File: src/rtl/riscv_hazard_sb.sv
// riscv_hazard_sb -- register scoreboard and pipeline hazard controller.
//
// Purpose:
//   Tracks in-flight register writes. Each register has a busy flag and a
//   remaining-latency counter. It turns D-stage source lookups, jumps,
//   taken branches and bus waits into pipeline stall and flush controls.
//   A dispatch with latency 0 is a variable-latency op. Its register stays
//   busy until i_lo_done names it.
//
// Build option:
//   RISCV_HAZARD_FWD_EN - when defined, a source whose producer has one
//   cycle left is taken from the bypass network (o_fwdN=1) and does not
//   stall. When undefined, o_fwd1/o_fwd2 are tied low, and any busy
//   source stalls until its busy flag clears.
//
// Ports:
//   clk, rst_n                    clock, synchronous active-low reset
//   i_src1_en/addr, i_src2_en/addr  D-stage source operands
//   i_issue                       valid instruction in D
//   i_dst_en/addr, i_dst_lat      D-stage destination, cycles to writeback
//   i_lo_done, i_lo_addr          variable-latency completion
//   i_jalD, i_ex_branchE          jump in D, taken branch in E
//   i_bus_stallM                  bus wait in M
//   o_stallF..o_stallMB           per-stage hold (active high)
//   o_flushFD, o_flushDE          bubble insert (active high)
//   o_fwd1, o_fwd2                source comes from the bypass network
//   o_busy                        registered scoreboard busy vector

module riscv_hazard_sb #(
    parameter int NREG  = 32,
    parameter int LAT_W = 3
) (
    input  logic                     clk,
    input  logic                     rst_n,
    input  logic                     i_src1_en,
    input  logic                     i_src2_en,
    input  logic [$clog2(NREG)-1:0]  i_src1_addr,
    input  logic [$clog2(NREG)-1:0]  i_src2_addr,
    input  logic                     i_issue,
    input  logic                     i_dst_en,
    input  logic [$clog2(NREG)-1:0]  i_dst_addr,
    input  logic [LAT_W-1:0]         i_dst_lat,
    input  logic                     i_lo_done,
    input  logic [$clog2(NREG)-1:0]  i_lo_addr,
    input  logic                     i_jalD,
    input  logic                     i_ex_branchE,
    input  logic                     i_bus_stallM,
    output logic                     o_stallF,
    output logic                     o_stallFD,
    output logic                     o_stallDE,
    output logic                     o_stallEM,
    output logic                     o_stallMB,
    output logic                     o_flushFD,
    output logic                     o_flushDE,
    output logic                     o_fwd1,
    output logic                     o_fwd2,
    output logic [NREG-1:0]          o_busy
);

    localparam int AW = $clog2(NREG);

    logic [NREG-1:0]  r_busy;
    logic [LAT_W-1:0] r_cnt [NREG];
    logic [NREG-1:0]  w_busy_next;
    logic [LAT_W-1:0] w_cnt_next [NREG];

    logic w_src1_live, w_src2_live;
    logic w_fwd1, w_fwd2;
    logic w_haz1, w_haz2, w_hazard;
    logic w_accept, w_set;

    // A source is "live" when it reads a real register that is still being produced.
    assign w_src1_live = i_src1_en & (i_src1_addr != '0) & r_busy[i_src1_addr];
    assign w_src2_live = i_src2_en & (i_src2_addr != '0) & r_busy[i_src2_addr];

`ifdef RISCV_HAZARD_FWD_EN
    // cnt==1 means the producer writes back at the next edge. Its result is
    // already on the bypass network in the cycle the consumer needs it.
    assign w_fwd1 = w_src1_live & (r_cnt[i_src1_addr] == LAT_W'(1));
    assign w_fwd2 = w_src2_live & (r_cnt[i_src2_addr] == LAT_W'(1));
`else
    assign w_fwd1 = 1'b0;
    assign w_fwd2 = 1'b0;
`endif

    assign w_haz1   = w_src1_live & ~w_fwd1;
    assign w_haz2   = w_src2_live & ~w_fwd2;
    assign w_hazard = w_haz1 | w_haz2;

    // Priority: reset > bus stall > branch > hazard > jal > idle.
    always_comb begin
        o_stallF  = 1'b0;
        o_stallFD = 1'b0;
        o_stallDE = 1'b0;
        o_stallEM = 1'b0;
        o_stallMB = 1'b0;
        o_flushFD = 1'b0;
        o_flushDE = 1'b0;
        o_fwd1    = 1'b0;
        o_fwd2    = 1'b0;
        if (!rst_n || i_bus_stallM) begin
            o_stallF  = 1'b1;
            o_stallFD = 1'b1;
            o_stallDE = 1'b1;
            o_stallEM = 1'b1;
            o_stallMB = 1'b1;
        end else if (i_ex_branchE) begin
            o_flushFD = 1'b1;
            o_flushDE = 1'b1;
        end else if (w_hazard) begin
            o_stallF  = 1'b1;
            o_stallFD = 1'b1;
            o_flushDE = 1'b1;
        end else if (i_jalD) begin
            o_flushFD = 1'b1;
        end
        if (rst_n) begin
            o_fwd1 = w_fwd1;
            o_fwd2 = w_fwd2;
        end
    end

    // An instruction leaves D only when it is neither held nor squashed.
    assign w_accept = i_issue & ~o_stallFD & ~o_flushDE;
    assign w_set    = w_accept & i_dst_en & (i_dst_addr != '0);

    generate
        for (genvar gi = 0; gi < NREG; gi++) begin : g_reg
            if (gi == 0) begin : g_zero
                // x0 is hardwired and never tracked.
                assign w_busy_next[gi] = 1'b0;
                assign w_cnt_next[gi]  = '0;
            end else begin : g_track
                logic             w_b_next;
                logic [LAT_W-1:0] w_c_next;
                always_comb begin
                    w_b_next = r_busy[gi];
                    w_c_next = r_cnt[gi];
                    if (w_set && (i_dst_addr == AW'(gi))) begin
                        // A new dispatch replaces any older pending write (WAW).
                        w_b_next = 1'b1;
                        w_c_next = i_dst_lat;
                    end else begin
                        if (!i_bus_stallM && r_busy[gi] && (r_cnt[gi] != '0)) begin
                            w_c_next = r_cnt[gi] - LAT_W'(1);
                            if (r_cnt[gi] == LAT_W'(1))
                                w_b_next = 1'b0;
                        end
                        // Only a variable-latency entry (cnt==0) is released by i_lo_done.
                        if (i_lo_done && (i_lo_addr == AW'(gi)) && (r_cnt[gi] == '0))
                            w_b_next = 1'b0;
                    end
                end
                assign w_busy_next[gi] = w_b_next;
                assign w_cnt_next[gi]  = w_c_next;
            end
        end
    endgenerate

    always_ff @(posedge clk) begin
        if (!rst_n) begin
            r_busy <= '0;
            for (int r = 0; r < NREG; r++)
                r_cnt[r] <= '0;
        end else begin
            r_busy <= w_busy_next;
            for (int r = 0; r < NREG; r++)
                r_cnt[r] <= w_cnt_next[r];
        end
    end

    assign o_busy = r_busy;

endmodule

File: config.mk
export PLATFORM = sky130hd
export DESIGN_NAME = riscv_hazard_sb
export DESIGN_NICKNAME = d
export VERILOG_FILES = /design/src/rtl/riscv_hazard_sb.sv
export SDC_FILE = /design/constraint.sdc
export NUM_CORES = 1
export LEC_CHECK = 0
export BUFFER_PORTS_ARGS = -buffer_cell sky130_fd_sc_hd__clkbuf_2
export CORE_MARGIN = 1.5
export CORE_UTILIZATION = 35
export DETAILED_ROUTE_END_ITERATION = 8
export PLACE_DENSITY = 0.61
export REMOVE_ABC_BUFFERS = 1
export SLEW_MARGIN = 40
export SYNTH_ARGS = -nofsm -noshare
export SYNTH_HDL_FRONTEND = slang
export SYNTH_SLANG_ARGS = --single-unit
File: constraint.sdc
create_clock -name clk -period 3 [get_ports clk]
set_input_delay 0.15 -clock clk [delete_from_list [all_inputs] [get_ports clk]]
set_output_delay 0.15 -clock clk [all_outputs]
set_load 0.01 [all_outputs]
After elaboration in Yosys (flattened, before gate mapping) --
Memory sizes are Yosys's and may differ from the RTL's. Index checks and enable logic that the tools add are counted.
Storage, ports and cells: bits in registers 32, bits in writable memories 96, input bits 33, memories 1
Operators by class: add/subtract/negate cells 31, $lt $le $gt $ge 2, eq/ne operators 93, muxes and demuxes 234, bitwise gates (word level) 43, reductions and logical operators 316
Memory list:
- r_cnt | depth 32, bits a word 3, rd ports 31, clocked after Yosys merged registers in 0, wr ports 32, line 63 | logic [LAT_W-1:0] r_cnt [NREG];
Operators by type and width (count):
- two-way mux 3 bit | 94
- nonzero test 3 bit | 93
- == test 5 bit (second input constant) | 32
- logical AND 1 bit | 155
- two-way mux 1 bit | 138
- == test 3 x 1 -> 1 bit (second input constant) | 31
- zero test 3 bit | 31
- subtractor 3 x 1 -> 3 bit (second input constant) | 31
- == test 5 x 4 -> 1 bit (second input constant) | 16
- AND reduction 2 bit | 31
- == test 5 x 3 -> 1 bit (second input constant) | 8
- OR 1 bit | 33
- == test 5 x 2 -> 1 bit (second input constant) | 4
- nonzero test 5 bit | 3
- less-than comparator 5 x 6 -> 1 bit (second input constant) | 2
- binary-select mux 1 bit (select 5 bit) | 2
- == test 5 x 1 -> 1 bit (second input constant) | 2
- bitwise AND 1 bit | 8
- zero test 1 bit | 2
- inverter 1 bit | 2
- logical OR 1 bit | 1

Depth between registers and ports, before layout --
depth after elaboration 15, mapped depth 9, depth with buffers taken out 8

Worst setup path after synthesis --
Ideal clock, no wire load.
path kind register to output, start point register r_busy[5] (netlist: o_busy[5]), end point output port o_stallFD, arrival 2.251 ns, required time 2.850 ns, setup slack 0.599 ns, cell stages (with the launch flop) 9, path buffers 2, path through dfxtp_1 > mux2i_1 > a2111oi_0 > a311oi_2 > a211oi_2 > buf_2 > nor2_1 > o21ai_0 > buf_4
On the way: word-level cells in the longest chain between the ends 7
RTL lines:
- start, declared | line 62 | logic [NREG-1:0] r_busy;
- start signal, assigned | line 166 | r_busy <= w_busy_next;
- binary-select mux 1 bit (select 5 bit) (on tied branches) | line 73, 74
- two-way mux 1 bit (on tied branches) | line 73, 74
- bitwise AND 1 bit (on tied branches) | line 73, 74
- OR 1 bit (*) | line 88 | assign w_hazard = w_haz1 | w_haz2;
- two-way mux 1 bit (*) (3 in a row)
- end, declared | line 49 | output logic o_stallFD,
Mark *: on every way between the ends. The rest lies on a longest branch, timed or not. The select of a mux whose other input is x is not followed.

Final worst setup path --
start point register r_busy[30] (netlist: o_busy[30]), end point output port o_flushFD
On the way: word-level cells in the longest chain between the ends 7
RTL lines:
- binary-select mux 1 bit (select 5 bit) (on tied branches) | line 73, 74
- two-way mux 1 bit (on tied branches) | line 73, 74
- bitwise AND 1 bit (on tied branches) | line 73, 74
- OR 1 bit (*) | line 88
- two-way mux 1 bit (*) | line 110 | end else if (w_hazard) begin
- two-way mux 1 bit (*) | line 107 | end else if (i_ex_branchE) begin
- two-way mux 1 bit (*) | line 101 | if (!rst_n || i_bus_stallM) begin
- end, declared | line 53 | output logic o_flushFD,
Marks and branches as above.

==> reports/metrics.cfg <==
[setup_path]
r2r_start=o_busy[30]
r2r-end=r_cnt[0][88]
critical_path.max_stage_delay_ps=490
critPathTopFamily=multiplexers
critPathKind=register to primary output
slowest_stage=mux4_2
r2r_cells=7
crit_fanout=33
rrSetupSlack_ps=420
startpoint_type=register
path_cells=mux4_2, mux2i_1, o32a_1, a31oi_2, buf_12, or2_2, o21ai_0, clkbuf_2
cp-end-kind=primary output
crit_cells=8
critPathLaunch=o_busy[30]
cp_num_buf_inv=2
required_ps=2850
crit_arrival_ps=2690
setup.worst_path.end=o_flushFD

[cts]
root_buffer=clkbuf_16
cts_tree=built
clock-sinks=124
numCtsBuffers=17
clk_latency_ps=430
h-tree-depth=4
hold_buffers=0
cts_setup_buffers=0
clock_path_buffers=2
clkSlewWorstSetupHoldPaths_ps=60
cts_resized=0

[final_layout]
fillers=2538
drive_gt1_share_pct=14.2
fin_util_pct=40.2
layout.nets=1170
final_cell_mix=nand2_1 (148), dfxtp_1 (124), mux2i_1 (101)
diodes=0
area_growth_syn_to_layout_pct=12.9
stdcell_area_sq_mm=0.0101
final_common_cell=nand2_1

[synth]
synth-edff-count=0
synth_area_sq_mm=0.00894
synth_seq_cells=124
ys_seq_area_share_pct=27.8
ys.flop_type=dfxtp_1
syn_area_per_cell_sq_um=8.80
syn_inst=1016
synth_warnings=0
synthArstFlopShare_pct=0
yosysUniqueCellTypes=53

[global_routing]
grt_usage_pct=18.5
grt_pass1_wl_microns=37700
overflow=0
grt_pass1_vias=6833
antenna_found_initial=0
grt_max_degree=128

[placed_design]
gp_congestion=0.859
io_buffers=70
dpl.hpwl_microns=16900
place_area_sq_mm=0.00948

[route]
drt_iter0_drc=437
num_vias=7114
postRouteAntennaNets=0
wl_per_cell_microns=17.3
drt_first_pass_iters=5
avgViaCountPerCell=5.13
drcViolationCount=0
wl_microns=23900

[floorplan]
rows=58
dieArea_sq_mm=0.0265
io_pins=74
die_width_microns=163
coreArea_sq_mm=0.0251
start_util_pct=35.6
die_y_microns=163

[timing]
finClkSkew_ps=11.8
hold_viol_final=0
worst_pin_slew_ps=821
max_freq_ghz=0.352
slew_headroom_pct=45.1
fin_crit_sh_pct=94.7
rsz0062_at_grt=no
fin_crit_ps=2840
setup_viol=0
setup-tns-final_ps=0
report.final.slew_viol_count=0

[outcome]
status=complete, no violations

[hold_path]
hold_class=input port to register
hold_start=i_lo_addr[3]

[job]
maxCapViolations=0

[power]
leakage_nw=4.02
peakVddDrop_mv=0.308
power.density_mw_per_mm2=403

[cells in the mapped netlist, types with 2 or more instances]
cell type	n	area share, %
clkbuf_1	56	2.4
o41ai_1	2	0.20
o21a_1	4	0.34
or2_2	3	0.21
xnor2_1	62	6.1
buf_4	6	0.50
a21boi_0	13	1.1
or3_1	18	1.3
nand4_1	8	0.56
dfxtp_1	124	28
nor3_1	2	0.11
and3b_1	8	0.78
nand2b_1	11	0.77
o311ai_0	3	0.29
nor4_4	3	0.71
inv_1	68	2.9
or4_1	2	0.17
nand2_1	148	6.2
ha_1	93	13
nor2_1	15	0.63
buf_6	12	1.5
a31oi_1	6	0.42
nor3b_1	29	2.4
buf_1	2	0.084
and4_1	2	0.20
and2_1	6	0.42
o21ai_0	5	0.28
or4_4	6	0.76
nand3_1	51	2.9
mux4_2	10	2.5
buf_2	7	0.39
a21oi_1	2	0.11
mux2i_1	101	11
nor2b_1	36	2.5
o211ai_1	32	2.7
a21boi_1	16	1.3
nand3b_1	28	2.4
[flip-flops by register name, summed over array words and instances, names as in the netlist]
signal / count
o_busy: 31
r_cnt: 93
[report_power, final]
group	internal, mW	switching (mW)	total, mW
logic	0.0754	0.180	0.255
clock network	1.32	0.846	2.17
registers	1.65	0.00109	1.65
total	3.04	1.03	4.07
[kinds of logic (layout without fill, tap and decap cells)]
logic type	after synthesis	in the layout	share of synthesized area, %
other	1	3	0.0419
adder cells (fa/ha/maj)	93	93	13.0
multiplexers	113	113	14.2
AND/OR/NAND/NOR	379	379	23.3
AO/OA/AOI/OAI	93	93	7.84
flip-flops	124	124	27.8
XOR/XNOR	62	62	6.07
buffers and inverters	151	190	7.70
[routing by layer]
metal	vias up	track usage (%)	part of all wire (%)
li1	3493	-	-
met1	3436	24.6	47
met2	163	29.9	45
met3	22	4.79	6.0
met4	0	4.25	1.2
met5	-	0	0
[worst register-to-register path, stage by stage (launching register included)]
cell and delay (ps):
dfxtp_1 390, mux4_2 490, mux2i_1 210, o32a_1 200, a31oi_2 110, buf_12 200, or4_1 680, mux2i_1 180
[layout make-up]
| class | count | area [sq um] | share of cell area (%) |
|---|---|---|---|
| Timing Repair Buffer | 90 | 541 | 5.36 |
| Inverter | 68 | 255 | 2.53 |
| Sequential cell | 124 | 2480 | 24.6 |
| Clock buffer | 17 | 425 | 4.22 |
| Multi-Input combinational cell | 743 | 5790 | 57.4 |
| Clock inverter | 15 | 186 | 1.85 |
| Tap cell | 330 | 413 | 4.09 |
[worst min path at each step]
stage / cells past startpoint / slack (ps) / to
after floorplan: 1 / 270 / o_busy[18]
after global placement: 2 / 520 / o_busy[26]
after detailed placement: 2 / 530 / o_busy[22]
after CTS: 4 / 220 / o_busy[29]
after global routing: 4 / 270 / o_busy[28]
final: 4 / 230 / o_busy[29]
[through the flow]
| stage | worst slack, ps | total power [mW] | hold WS [ps] | std cells |
|---|---|---|---|---|
| after floorplan | 86.8 | 1.78 | 268 | 935 |
| after global placement | 359 | 1.94 | 522 | 1355 |
| after detailed placement | 344 | 1.94 | 534 | 1355 |
| after CTS | 167 | 4.09 | 217 | 1387 |
| after global routing | 49.5 | 4.20 | 267 | 1387 |
| final | 159 | 4.07 | 228 | 1387 |
Power figures use the tool's default switching activity.
